**config.mk**
```make
export PLATFORM = sky130hd
export DESIGN_NAME = pio_uart_tx_flat
export DESIGN_NICKNAME = d
export VERILOG_FILES = /design/src/rtl/pio_uart_tx_if.sv /design/src/rtl/pio_uart_tx.sv /design/src/flat_wrapper.sv
export SDC_FILE = /design/constraint.sdc
export NUM_CORES = 1
export LEC_CHECK = 0
export BUFFER_PORTS_ARGS = -buffer_cell sky130_fd_sc_hd__buf_4
export CORE_MARGIN = 1
export CORE_UTILIZATION = 50
export DETAILED_ROUTE_END_ITERATION = 10
export PLACE_DENSITY = 0.71
export SYNTH_ARGS = -nofsm -noshare
export SYNTH_HDL_FRONTEND = slang
export SYNTH_SLANG_ARGS = --single-unit
```
**constraint.sdc**
```tcl
create_clock -name clk -period 9 [get_ports clk]
set_input_delay 0.45 -clock clk [delete_from_list [all_inputs] [get_ports clk]]
set_output_delay 0.45 -clock clk [all_outputs]
set_load 0.01 [all_outputs]
```
**src/rtl/pio_uart_tx_if.sv**
```systemverilog
// Bus bundle between the HPS PIO exports and the UART transmitter.
// The master drives the PIO-written controls, the slave returns the status flags.
`timescale 1ns/1ps
interface pio_uart_tx_if #(
  parameter int DATA_W     = 8,
  parameter int FIFO_DEPTH = 16,
  parameter int DIV_W      = 16
);
  localparam int CW = $clog2(FIFO_DEPTH) + 1;

  logic [DATA_W-1:0] wr_data;
  logic              wr_req;
  logic [DIV_W-1:0]  baud_div;
  logic [1:0]        parity_mode;
  logic              stop2;
  logic              tx_en;
  logic              ovf_clr;
  logic              tx;
  logic              busy;
  logic              fifo_full;
  logic              fifo_empty;
  logic [CW-1:0]     fifo_count;
  logic              overflow;

  modport master (
    output wr_data, wr_req, baud_div, parity_mode, stop2, tx_en, ovf_clr,
    input  tx, busy, fifo_full, fifo_empty, fifo_count, overflow
  );

  modport slave (
    input  wr_data, wr_req, baud_div, parity_mode, stop2, tx_en, ovf_clr,
    output tx, busy, fifo_full, fifo_empty, fifo_count, overflow
  );
endinterface

```
**src/rtl/pio_uart_tx.sv**
```systemverilog
// UART transmitter fed by an edge-triggered PIO write strobe through a TX FIFO.
// Baud divisor, parity and stop bits are latched per frame when the frame starts.
`timescale 1ns/1ps
module pio_uart_tx #(
  parameter int DATA_W     = 8,
  parameter int FIFO_DEPTH = 16,
  parameter int DIV_W      = 16
) (
  input logic          clk,
  input logic          rst_n,
  pio_uart_tx_if.slave bus
);
  localparam int AW = $clog2(FIFO_DEPTH);
  localparam int CW = AW + 1;

  typedef enum logic [2:0] {
    IDLE   = 3'd0,
    START  = 3'd1,
    DATA   = 3'd2,
    PARITY = 3'd3,
    STOP   = 3'd4
  } state_e;

  state_e            state_q;
  logic [DATA_W-1:0] mem_q [FIFO_DEPTH];
  logic [AW-1:0]     wptr_q, rptr_q;
  logic [CW-1:0]     count_q, count_d;
  logic              wr_req_q, full_q, empty_q, ovf_q, busy_q, tx_q;
  logic [DATA_W-1:0] shift_q;
  logic [DIV_W-1:0]  div_q, cnt_q, div_sel_s;
  logic [3:0]        bit_q;
  logic              par_en_q, par_bit_q, stop2_q, stop_last_q;
  logic              push_s, pop_s, wr_en_s, ovf_set_s, frame_end_s, idle_next_s;

  // Strobe edge detect, FIFO handshake and next-state status terms
  always_comb begin
    push_s      = bus.wr_req & ~wr_req_q;
    pop_s       = (state_q == IDLE) & bus.tx_en & ~empty_q;
    wr_en_s     = push_s & (~full_q | pop_s);
    ovf_set_s   = push_s & full_q & ~pop_s;
    count_d     = count_q + CW'(wr_en_s) - CW'(pop_s);
    div_sel_s   = (bus.baud_div < DIV_W'(2)) ? DIV_W'(2) : bus.baud_div;
    frame_end_s = (state_q == STOP) & (cnt_q == DIV_W'(0)) & ~(stop2_q & ~stop_last_q);
    idle_next_s = ((state_q == IDLE) & ~pop_s) | frame_end_s;
  end

  // FIFO storage; contents need no reset since pointers gate every read
  always_ff @(posedge clk) begin
    if (wr_en_s) begin
      mem_q[wptr_q] <= bus.wr_data;
    end
  end

  // FIFO pointers, occupancy, sticky overflow and busy flag
  always_ff @(posedge clk or negedge rst_n) begin
    if (!rst_n) begin
      wr_req_q <= 1'b1;
      wptr_q   <= AW'(0);
      rptr_q   <= AW'(0);
      count_q  <= CW'(0);
      full_q   <= 1'b0;
      empty_q  <= 1'b1;
      ovf_q    <= 1'b0;
      busy_q   <= 1'b0;
    end else begin
      wr_req_q <= bus.wr_req;
      if (wr_en_s) wptr_q <= wptr_q + AW'(1);
      if (pop_s)   rptr_q <= rptr_q + AW'(1);
      count_q  <= count_d;
      full_q   <= (count_d == CW'(FIFO_DEPTH));
      empty_q  <= (count_d == CW'(0));
      if (bus.ovf_clr)  ovf_q <= 1'b0;
      else if (ovf_set_s) ovf_q <= 1'b1;
      busy_q   <= ~idle_next_s | (count_d != CW'(0));
    end
  end

  // Frame sequencer; tx_q is registered from the current state, one clock behind it
  always_ff @(posedge clk or negedge rst_n) begin
    if (!rst_n) begin
      state_q     <= IDLE;
      shift_q     <= DATA_W'(0);
      div_q       <= DIV_W'(2);
      cnt_q       <= DIV_W'(0);
      bit_q       <= 4'd0;
      par_en_q    <= 1'b0;
      par_bit_q   <= 1'b0;
      stop2_q     <= 1'b0;
      stop_last_q <= 1'b0;
      tx_q        <= 1'b1;
    end else begin
      case (state_q)
        IDLE: begin
          tx_q <= 1'b1;
          if (pop_s) begin
            shift_q     <= mem_q[rptr_q];
            div_q       <= div_sel_s;
            cnt_q       <= div_sel_s - DIV_W'(1);
            par_en_q    <= (bus.parity_mode == 2'b01) | (bus.parity_mode == 2'b10);
            par_bit_q   <= (^mem_q[rptr_q]) ^ (bus.parity_mode == 2'b10);
            stop2_q     <= bus.stop2;
            stop_last_q <= 1'b0;
            bit_q       <= 4'd0;
            state_q     <= START;
          end
        end
        START: begin
          tx_q <= 1'b0;
          if (cnt_q == DIV_W'(0)) begin
            cnt_q   <= div_q - DIV_W'(1);
            state_q <= DATA;
          end else begin
            cnt_q <= cnt_q - DIV_W'(1);
          end
        end
        DATA: begin
          tx_q <= shift_q[0];
          if (cnt_q == DIV_W'(0)) begin
            cnt_q   <= div_q - DIV_W'(1);
            shift_q <= shift_q >> 1;
            if (bit_q == 4'(DATA_W - 1)) begin
              state_q <= par_en_q ? PARITY : STOP;
            end else begin
              bit_q <= bit_q + 4'd1;
            end
          end else begin
            cnt_q <= cnt_q - DIV_W'(1);
          end
        end
        PARITY: begin
          tx_q <= par_bit_q;
          if (cnt_q == DIV_W'(0)) begin
            cnt_q   <= div_q - DIV_W'(1);
            state_q <= STOP;
          end else begin
            cnt_q <= cnt_q - DIV_W'(1);
          end
        end
        STOP: begin
          tx_q <= 1'b1;
          if (cnt_q == DIV_W'(0)) begin
            if (stop2_q & ~stop_last_q) begin
              stop_last_q <= 1'b1;
              cnt_q       <= div_q - DIV_W'(1);
            end else begin
              state_q <= IDLE;
            end
          end else begin
            cnt_q <= cnt_q - DIV_W'(1);
          end
        end
        default: begin
          tx_q    <= 1'b1;
          state_q <= IDLE;
        end
      endcase
    end
  end

  assign bus.tx         = tx_q;
  assign bus.busy       = busy_q;
  assign bus.fifo_full  = full_q;
  assign bus.fifo_empty = empty_q;
  assign bus.fifo_count = count_q;
  assign bus.overflow   = ovf_q;
endmodule

```
**src/flat_wrapper.sv**
```systemverilog
// flat-port wrapper written by rule: the top's interface ports become plain ports
module pio_uart_tx_flat 
#(
  parameter int DATA_W     = 8,
  parameter int FIFO_DEPTH = 16,
  parameter int DIV_W      = 16
)
  (clk, rst_n, bus_wr_data, bus_wr_req, bus_baud_div, bus_parity_mode, bus_stop2, bus_tx_en, bus_ovf_clr, bus_tx, bus_busy, bus_fifo_full, bus_fifo_empty, bus_fifo_count, bus_overflow);
  pio_uart_tx_if #(.DATA_W(DATA_W), .FIFO_DEPTH(FIFO_DEPTH), .DIV_W(DIV_W)) bus_i ();
  input logic clk;
  input logic rst_n;
  input wire logic [$bits(bus_i.wr_data)-1:0] bus_wr_data;
  input wire logic [$bits(bus_i.wr_req)-1:0] bus_wr_req;
  input wire logic [$bits(bus_i.baud_div)-1:0] bus_baud_div;
  input wire logic [$bits(bus_i.parity_mode)-1:0] bus_parity_mode;
  input wire logic [$bits(bus_i.stop2)-1:0] bus_stop2;
  input wire logic [$bits(bus_i.tx_en)-1:0] bus_tx_en;
  input wire logic [$bits(bus_i.ovf_clr)-1:0] bus_ovf_clr;
  output wire logic [$bits(bus_i.tx)-1:0] bus_tx;
  output wire logic [$bits(bus_i.busy)-1:0] bus_busy;
  output wire logic [$bits(bus_i.fifo_full)-1:0] bus_fifo_full;
  output wire logic [$bits(bus_i.fifo_empty)-1:0] bus_fifo_empty;
  output wire logic [$bits(bus_i.fifo_count)-1:0] bus_fifo_count;
  output wire logic [$bits(bus_i.overflow)-1:0] bus_overflow;
  assign bus_i.wr_data = bus_wr_data;
  assign bus_i.wr_req = bus_wr_req;
  assign bus_i.baud_div = bus_baud_div;
  assign bus_i.parity_mode = bus_parity_mode;
  assign bus_i.stop2 = bus_stop2;
  assign bus_i.tx_en = bus_tx_en;
  assign bus_i.ovf_clr = bus_ovf_clr;
  assign bus_tx = bus_i.tx;
  assign bus_busy = bus_i.busy;
  assign bus_fifo_full = bus_i.fifo_full;
  assign bus_fifo_empty = bus_i.fifo_empty;
  assign bus_fifo_count = bus_i.fifo_count;
  assign bus_overflow = bus_i.overflow;
  pio_uart_tx #(.DATA_W(DATA_W), .FIFO_DEPTH(FIFO_DEPTH), .DIV_W(DIV_W)) u_core (.clk(clk), .rst_n(rst_n), .bus(bus_i));
endmodule
```
# Word-level counts from Yosys, hierarchy flattened
# Memory sizes are Yosys's and may differ from the RTL's.
# Cells that the tools add are included.
# word_totals
ramBits	128
output_inout_bits	10
ff_bits	70
mem_count	1
input_bits	32
# mem_list
name	words	width	read_ports	rd_ports_with_merged_regs	write_ports	line_no	source
u_core.mem_q	16	8	1	0	1	pio_uart_tx.sv:25	logic [DATA_W-1:0] mem_q [FIFO_DEPTH];
# classes
magnitude_cmp	1
reduce_logical	16
n_bitwise	22
mux	31
add_sub_neg	8
eq_ne	18
# ops
operator	count
2-to-1 mux 16 bit	5
one-hot mux 16 bit (3 select lines)	1
subtractor 16 x 1 -> 16 bit, second input constant	3
2-to-1 mux 3 bit	8
logical NOT 16 bit	1
< comparator 16 x 2 -> 1 bit, second input constant	1
2-to-1 mux 8 bit	2
one-hot mux 8 bit (2 select lines)	1
one-hot mux 3 bit (5 select lines)	1
adder 4 x 1 -> 4 bit, second input constant	3
2-to-1 mux 4 bit	3
bitwise AND 1 bit	10
!= test 2 x 1 -> 1 bit, second input constant	5
!= test 2 bit, second input constant	4
one-hot mux 4 bit (2 select lines)	1
AND reduction 4 bit	2
parity 8 bit	1
2-to-1 mux 1 bit	7
NOT 1 bit	7
AND reduction 7 bit	1
equality test 3 x 2 -> 1 bit, second input constant	2
AND reduction 3 bit	2
nonzero test 2 bit	3
adder 5 x 1 -> 5 bit	1
18 further kinds	21

# Logic depth before layout (Yosys ltp)
# depth
depth_word	9
depth_mapped	17
ltp_nobuf	14

# Least setup slack after synthesis
# Ideal clock, no wire load.
# synth_path
path_kind	flip-flop to flip-flop
from	register u_core.state_q[1]
to	register u_core.busy_q (netlist: u_core.bus.busy)
setup_ns	0.142
stages_incl_launch_ff	16
arrival_time_ns	3.361
period_less_slack_ns	3.503
path_slack_ns	5.497
path_cell_list	dfrtp_1 buf_6 or2_2 or3_1 clkbuf_1 inv_1 clkbuf_1 ha_1 inv_1 ha_1 inv_1 fa_1 inv_1 or4_1 nor2_1 o2111ai_1
# synth_between
elab_chain_len	9
elab_cells_between_ends	16
classes_between	add/sub (2); eq/ne (1); bitwise (11); reduce/logical (2)
# synth_rtl
item	line_no	source
from (decl)	pio_uart_tx.sv:24	state_e state_q;
from (signal assigned)	pio_uart_tx.sv:122	state_q <= par_en_q ? PARITY : STOP;
logical NOT 3 bit (*)	pio_uart_tx.sv:38	pop_s = (state_q == IDLE) & bus.tx_en & ~empty_q;
bitwise AND 1 bit (*) (2 in series)	pio_uart_tx.sv:38	
net u_core.pop_s	pio_uart_tx.sv:33	logic push_s, pop_s, wr_en_s, ovf_set_s, frame_end_s, idle_next_s;
bitwise OR 1 bit	pio_uart_tx.sv:39	wr_en_s = push_s & (~full_q | pop_s);
bitwise AND 1 bit	pio_uart_tx.sv:39	
adder 5 x 1 -> 5 bit	pio_uart_tx.sv:41	count_d = count_q + CW'(wr_en_s) - CW'(pop_s);
subtractor 5 x 1 -> 5 bit (*)	pio_uart_tx.sv:41	
net u_core.count_d[1]	pio_uart_tx.sv:27	logic [CW-1:0] count_q, count_d;
nonzero test 5 bit (*)	pio_uart_tx.sv:74	busy_q <= ~idle_next_s | (count_d != CW'(0));
bitwise OR 1 bit (*)	pio_uart_tx.sv:74	
to (signal assigned)	pio_uart_tx.sv:74	
to (decl)	pio_uart_tx.sv:28	logic wr_req_q, full_q, empty_q, ovf_q, busy_q, tx_q;
# Mark *: on every way through the listed nets, which the timed path passes. The rest lies on a longest branch.
# A chain may end at the register's enable or synchronous reset.

# Worst setup path in the final report
# layout_path
from	register u_core.state_q[1]
to	register u_core.busy_q (netlist: u_core.bus.busy)
# layout_between
elab_chain_len	9
elab_cells_between_ends	16
classes_between	add/sub (2); eq/ne (1); bitwise (11); reduce/logical (2)
# layout_rtl
item	line_no
logical NOT 3 bit (*)	pio_uart_tx.sv:38
bitwise AND 1 bit (*) (2 in series)	pio_uart_tx.sv:38
bitwise OR 1 bit	pio_uart_tx.sv:39
bitwise AND 1 bit	pio_uart_tx.sv:39
adder 5 x 1 -> 5 bit	pio_uart_tx.sv:41
subtractor 5 x 1 -> 5 bit (*)	pio_uart_tx.sv:41
net u_core.count_d[2]	pio_uart_tx.sv:27
nonzero test 5 bit (*)	pio_uart_tx.sv:74
bitwise OR 1 bit (*)	pio_uart_tx.sv:74
# Marked as above.

==> results.md <==
* Clock share of power at 0.234
* Synthesized area at roughly 8700 um2
* GRT Util Overall at 0.206
* Combinational power share at 0.387
* PostCTS Resize Cnt at 0
* Worst Skew at 0.0131 ns
* Synth Flop Type: edfxtp_1
* Drt initial violations at 447
* Die Span Y at ~130 um
* Die area at between 15,000 and 20,000 um2
* Worst-Skew Late Latency at approximately 0.44 ns
* Max clock buf depth at 2
* Synthesized area per cell at ~14 um2
* Sequential area share after synthesis at 0.644
* Row cnt at 47
* Final instance area at ~9800 um2
* CTS tree: done
* Hold_buf cts at 0
* HP Class: in -> async
* Slew @ Worst Pin at between 1 and 1.5 ns
* Arrival time worst endpoint at roughly 4.6 ns
* Initial core utilization at 0.519
* Count of final setup violators at 0
* Drt drc at 0
* Routed len/inst at approximately 19 um
* Vias per Instance at between 5 and 6
* Largest net degree at the start of global routing at 71
* Yosys warning total at 0
* Vias post-DR at between 5,000 and 6,000
* CP required at 9.30 ns
* Max-cap violations at 0
* Yosys top cell by area: edfxtp_1
* Sw Share at 0.370
* Min Hold Slack at approximately 0.12 ns
* Number of flops mapped to enable cells by yosys at around 130
* Layout area overhead at 12.9%
* Max Freq at approximately 240 MHz
* Vias in the first global route at approximately 5,100
* Final worst path period share at 0.472
* Met3 wire length at approximately 920 um
* Post-Syn Nets at 677
* Status: complete, no violations
* Fin nets at 713
* Crit. End Element: flop
* I/O pin count at 42
* First-pass GRT wire length at ~28 mm
* H-tree depth at 4
* Layout cells sized above 1 at 0.194
* Root Driver: clkbuf_16
* Worst R2R Start: u_core.state_q[1]
* Yosys cell types at 56
* Clock sinks at ~200
* Antenna violations before repair at 0
* Die width at about 130 um
* CP startpoint: u_core.state_q[1]
* Kind of critical path: reg -> reg
* Fin. max-slew vios at 0
* Postcts setup bufs at 0
* Max layer used: met4
* Lkg Pwr at between 0.003 and 0.004 uW
* Worst-path clk slew at approximately 0.07 ns
* Max-slew headroom at 0.132
* Power Dens Cells at 349 nW/um2
* R2r setup slk at about 4.8 ns
* HPWL Detailed at 11.7 mm
* Final core utilization at 0.586
* CTS Buf Count at 17
* Core Area at ~17,000 um2
* Final Hold Vio Count at 0
* Cell Area, Placed at 9180 um2
* Metal-1 WL at between 7 and 8 mm
* Synth top area cells: edfxtp_1 (44%), dfrtp_1 (19%), mux4_2 (9.3%), nand2_1 (3.8%), xnor2_1 (2.1%)
* Met2 WL post-DR at between 8 and 9 mm
* Max VDD drop at between 150 and 200 uV
* Total congestion overflow at 0
* Port Buffers at 41
* Final antenna-violating net count at 0
* Setup crit start kind: flop
* RSZ-0062 raised after global routing: no
* Top cell type's share of synthesized area at 0.442
* Power Internal at between 2000 and 2500 uW
* P_sw at between 1000 and 1500 uW
* Async SR Flop Fraction at 0.354
* Critical path peak fanout at 34
* Post-layout min period at ~4.2 ns
* Total negative setup slack at 0 ns
* Routed wire length at between 15 and 20 mm
* Flop pwr share at 0.379
* Post-Syn Instances at 631
* Drt first pass iters at 5
* Worst Reg2Reg Path Length in Cells at 13
* N_diodes at 0
* GPL Wtd Cong at 0.826
* Number of synthesized register bits at roughly 200
==> power by group through the flow <==
stage,Clock (uW),Sequential [uW],Combinational [uW]
3_3_place_gp,0,1300,1270
4_1_cts,812,1290,1330
3_5_place_dp,0,1310,1320
5_1_grt,845,1310,1470
2_1_floorplan,0,1250,1070
6_report,800,1300,1330
==> per-stage QoR <==
step                      power [uW]  instances  setup WS (ns)
after floorplan                 2320        631           5.50
after global placement          2570        868           4.85
after detailed placement        2630        868           4.77
after CTS                       3440        900           4.75
after global routing            3630        900           4.49
final                           3420        900           4.76
==> final timing paths <==
| path | to |
|---|---|
| worst max-delay path | u_core.bus.busy |
| worst min-delay path | u_core.bus.fifo_count[3] |
| worst max register to register | u_core.bus.busy |
| worst min register to register | u_core.div_q[15] |
| max in group asynchronous | u_core.rptr_q[0] |
| min in group clk | u_core.wr_req_q |
==> per-layer routing <==
metal	vias up	GRT usage
met5	-	0
met4	0	0.0638
met3	14	0.0438
met2	188	0.330
met1	2671	0.283
li1	2423	-
==> Yosys cell counts, drive strengths merged, types with 5 or more instances <==
cell type and count:
ha 13, and2 10, mux4 36, clkbuf 14
dfrtp 66, buf 15, nand3 6, nand2 88
a21oi 24, xnor2 21, o22ai 12, inv 22
or2 5, nor4 10, a211oi 9, edfxtp 128
o21ai 24, nor2 46, nor3 9, nand4 8
==> flip-flops by register name, indices dropped and copies added (netlist names), 3 cells and up <==
register,flops
u_core.mem_q,128
u_core.cnt_q,16
u_core.div_q,16
u_core.shift_q,8
u_core.bus.fifo_count,5
u_core.bit_q,4
u_core.rptr_q,4
u_core.wptr_q,4
u_core.state_q,3
==> cell usage in the layout (no fill, tap or decap), types with 3 or more instances in the layout <==
| cell type | Yosys | routed |
|---|---|---|
| a22o_1 | 4 | 4 |
| nor3_1 | 9 | 9 |
| nor2b_1 | 3 | 3 |
| ha_1 | 13 | 13 |
| dfrtp_1 | 66 | 65 |
| a211oi_1 | 4 | 4 |
| buf_4 | 1 | 46 |
| a21oi_1 | 24 | 24 |
| clkinv_8 | 0 | 5 |
| inv_1 | 22 | 22 |
| nor2_1 | 46 | 46 |
| nand4_1 | 8 | 8 |
| clkbuf_16 | 0 | 17 |
| and2_1 | 10 | 10 |
| edfxtp_1 | 128 | 128 |
| o21ai_0 | 24 | 24 |
| xnor2_1 | 21 | 21 |
| nand2_1 | 88 | 88 |
| a21o_1 | 4 | 4 |
| inv_8 | 0 | 4 |
| o22ai_1 | 12 | 12 |
| nand2b_1 | 3 | 3 |
| dfstp_2 | 4 | 4 |
| or3_1 | 3 | 3 |
| a41oi_1 | 3 | 3 |
| a31oi_1 | 4 | 4 |
| a221oi_1 | 4 | 4 |
| or2_2 | 4 | 4 |
| nand3_1 | 6 | 6 |
| nor3b_1 | 4 | 4 |
| a211oi_2 | 5 | 5 |
| xor2_1 | 4 | 4 |
| mux4_2 | 36 | 36 |
| nor4_1 | 9 | 9 |
==> cell type report <==
class	instances	area, um2
well taps	220	275
flip-flops and latches	198	5600
fillers	1276	6940
repair buffers	46	345
clock inverters	15	215
inverters	22	82.6
multi-input cells	382	2870
clock buffers	17	425
==> logic make-up (layout without fill, tap and decap cells) <==
kind of cell	after synthesis	after routing	share of synthesized area
AOI/OAI and AO/OA	103	103	0.0785
buffers and inverters	51	100	0.0257
DFF	198	198	0.644
xor gates and xnor gates	26	26	0.0278
muxes	37	37	0.0945
adders and majority gates	14	14	0.0210
and+or+nand+nor	202	202	0.109
==> worst max-delay path, cell delays in order (launching register included) <==
cell and delay [ns]:
dfrtp_1 0.48, or2_2 0.36, or3_1 0.32, buf_4 0.26, inv_1 0.67, ha_1 0.37
inv_1 0.06, ha_1 0.16, inv_1 0.06, fa_1 0.41, xnor2_1 0.16, or4_1 0.49
nor2_1 0.18, o2111ai_1 0.13
Power figures use the tool's default switching activity.
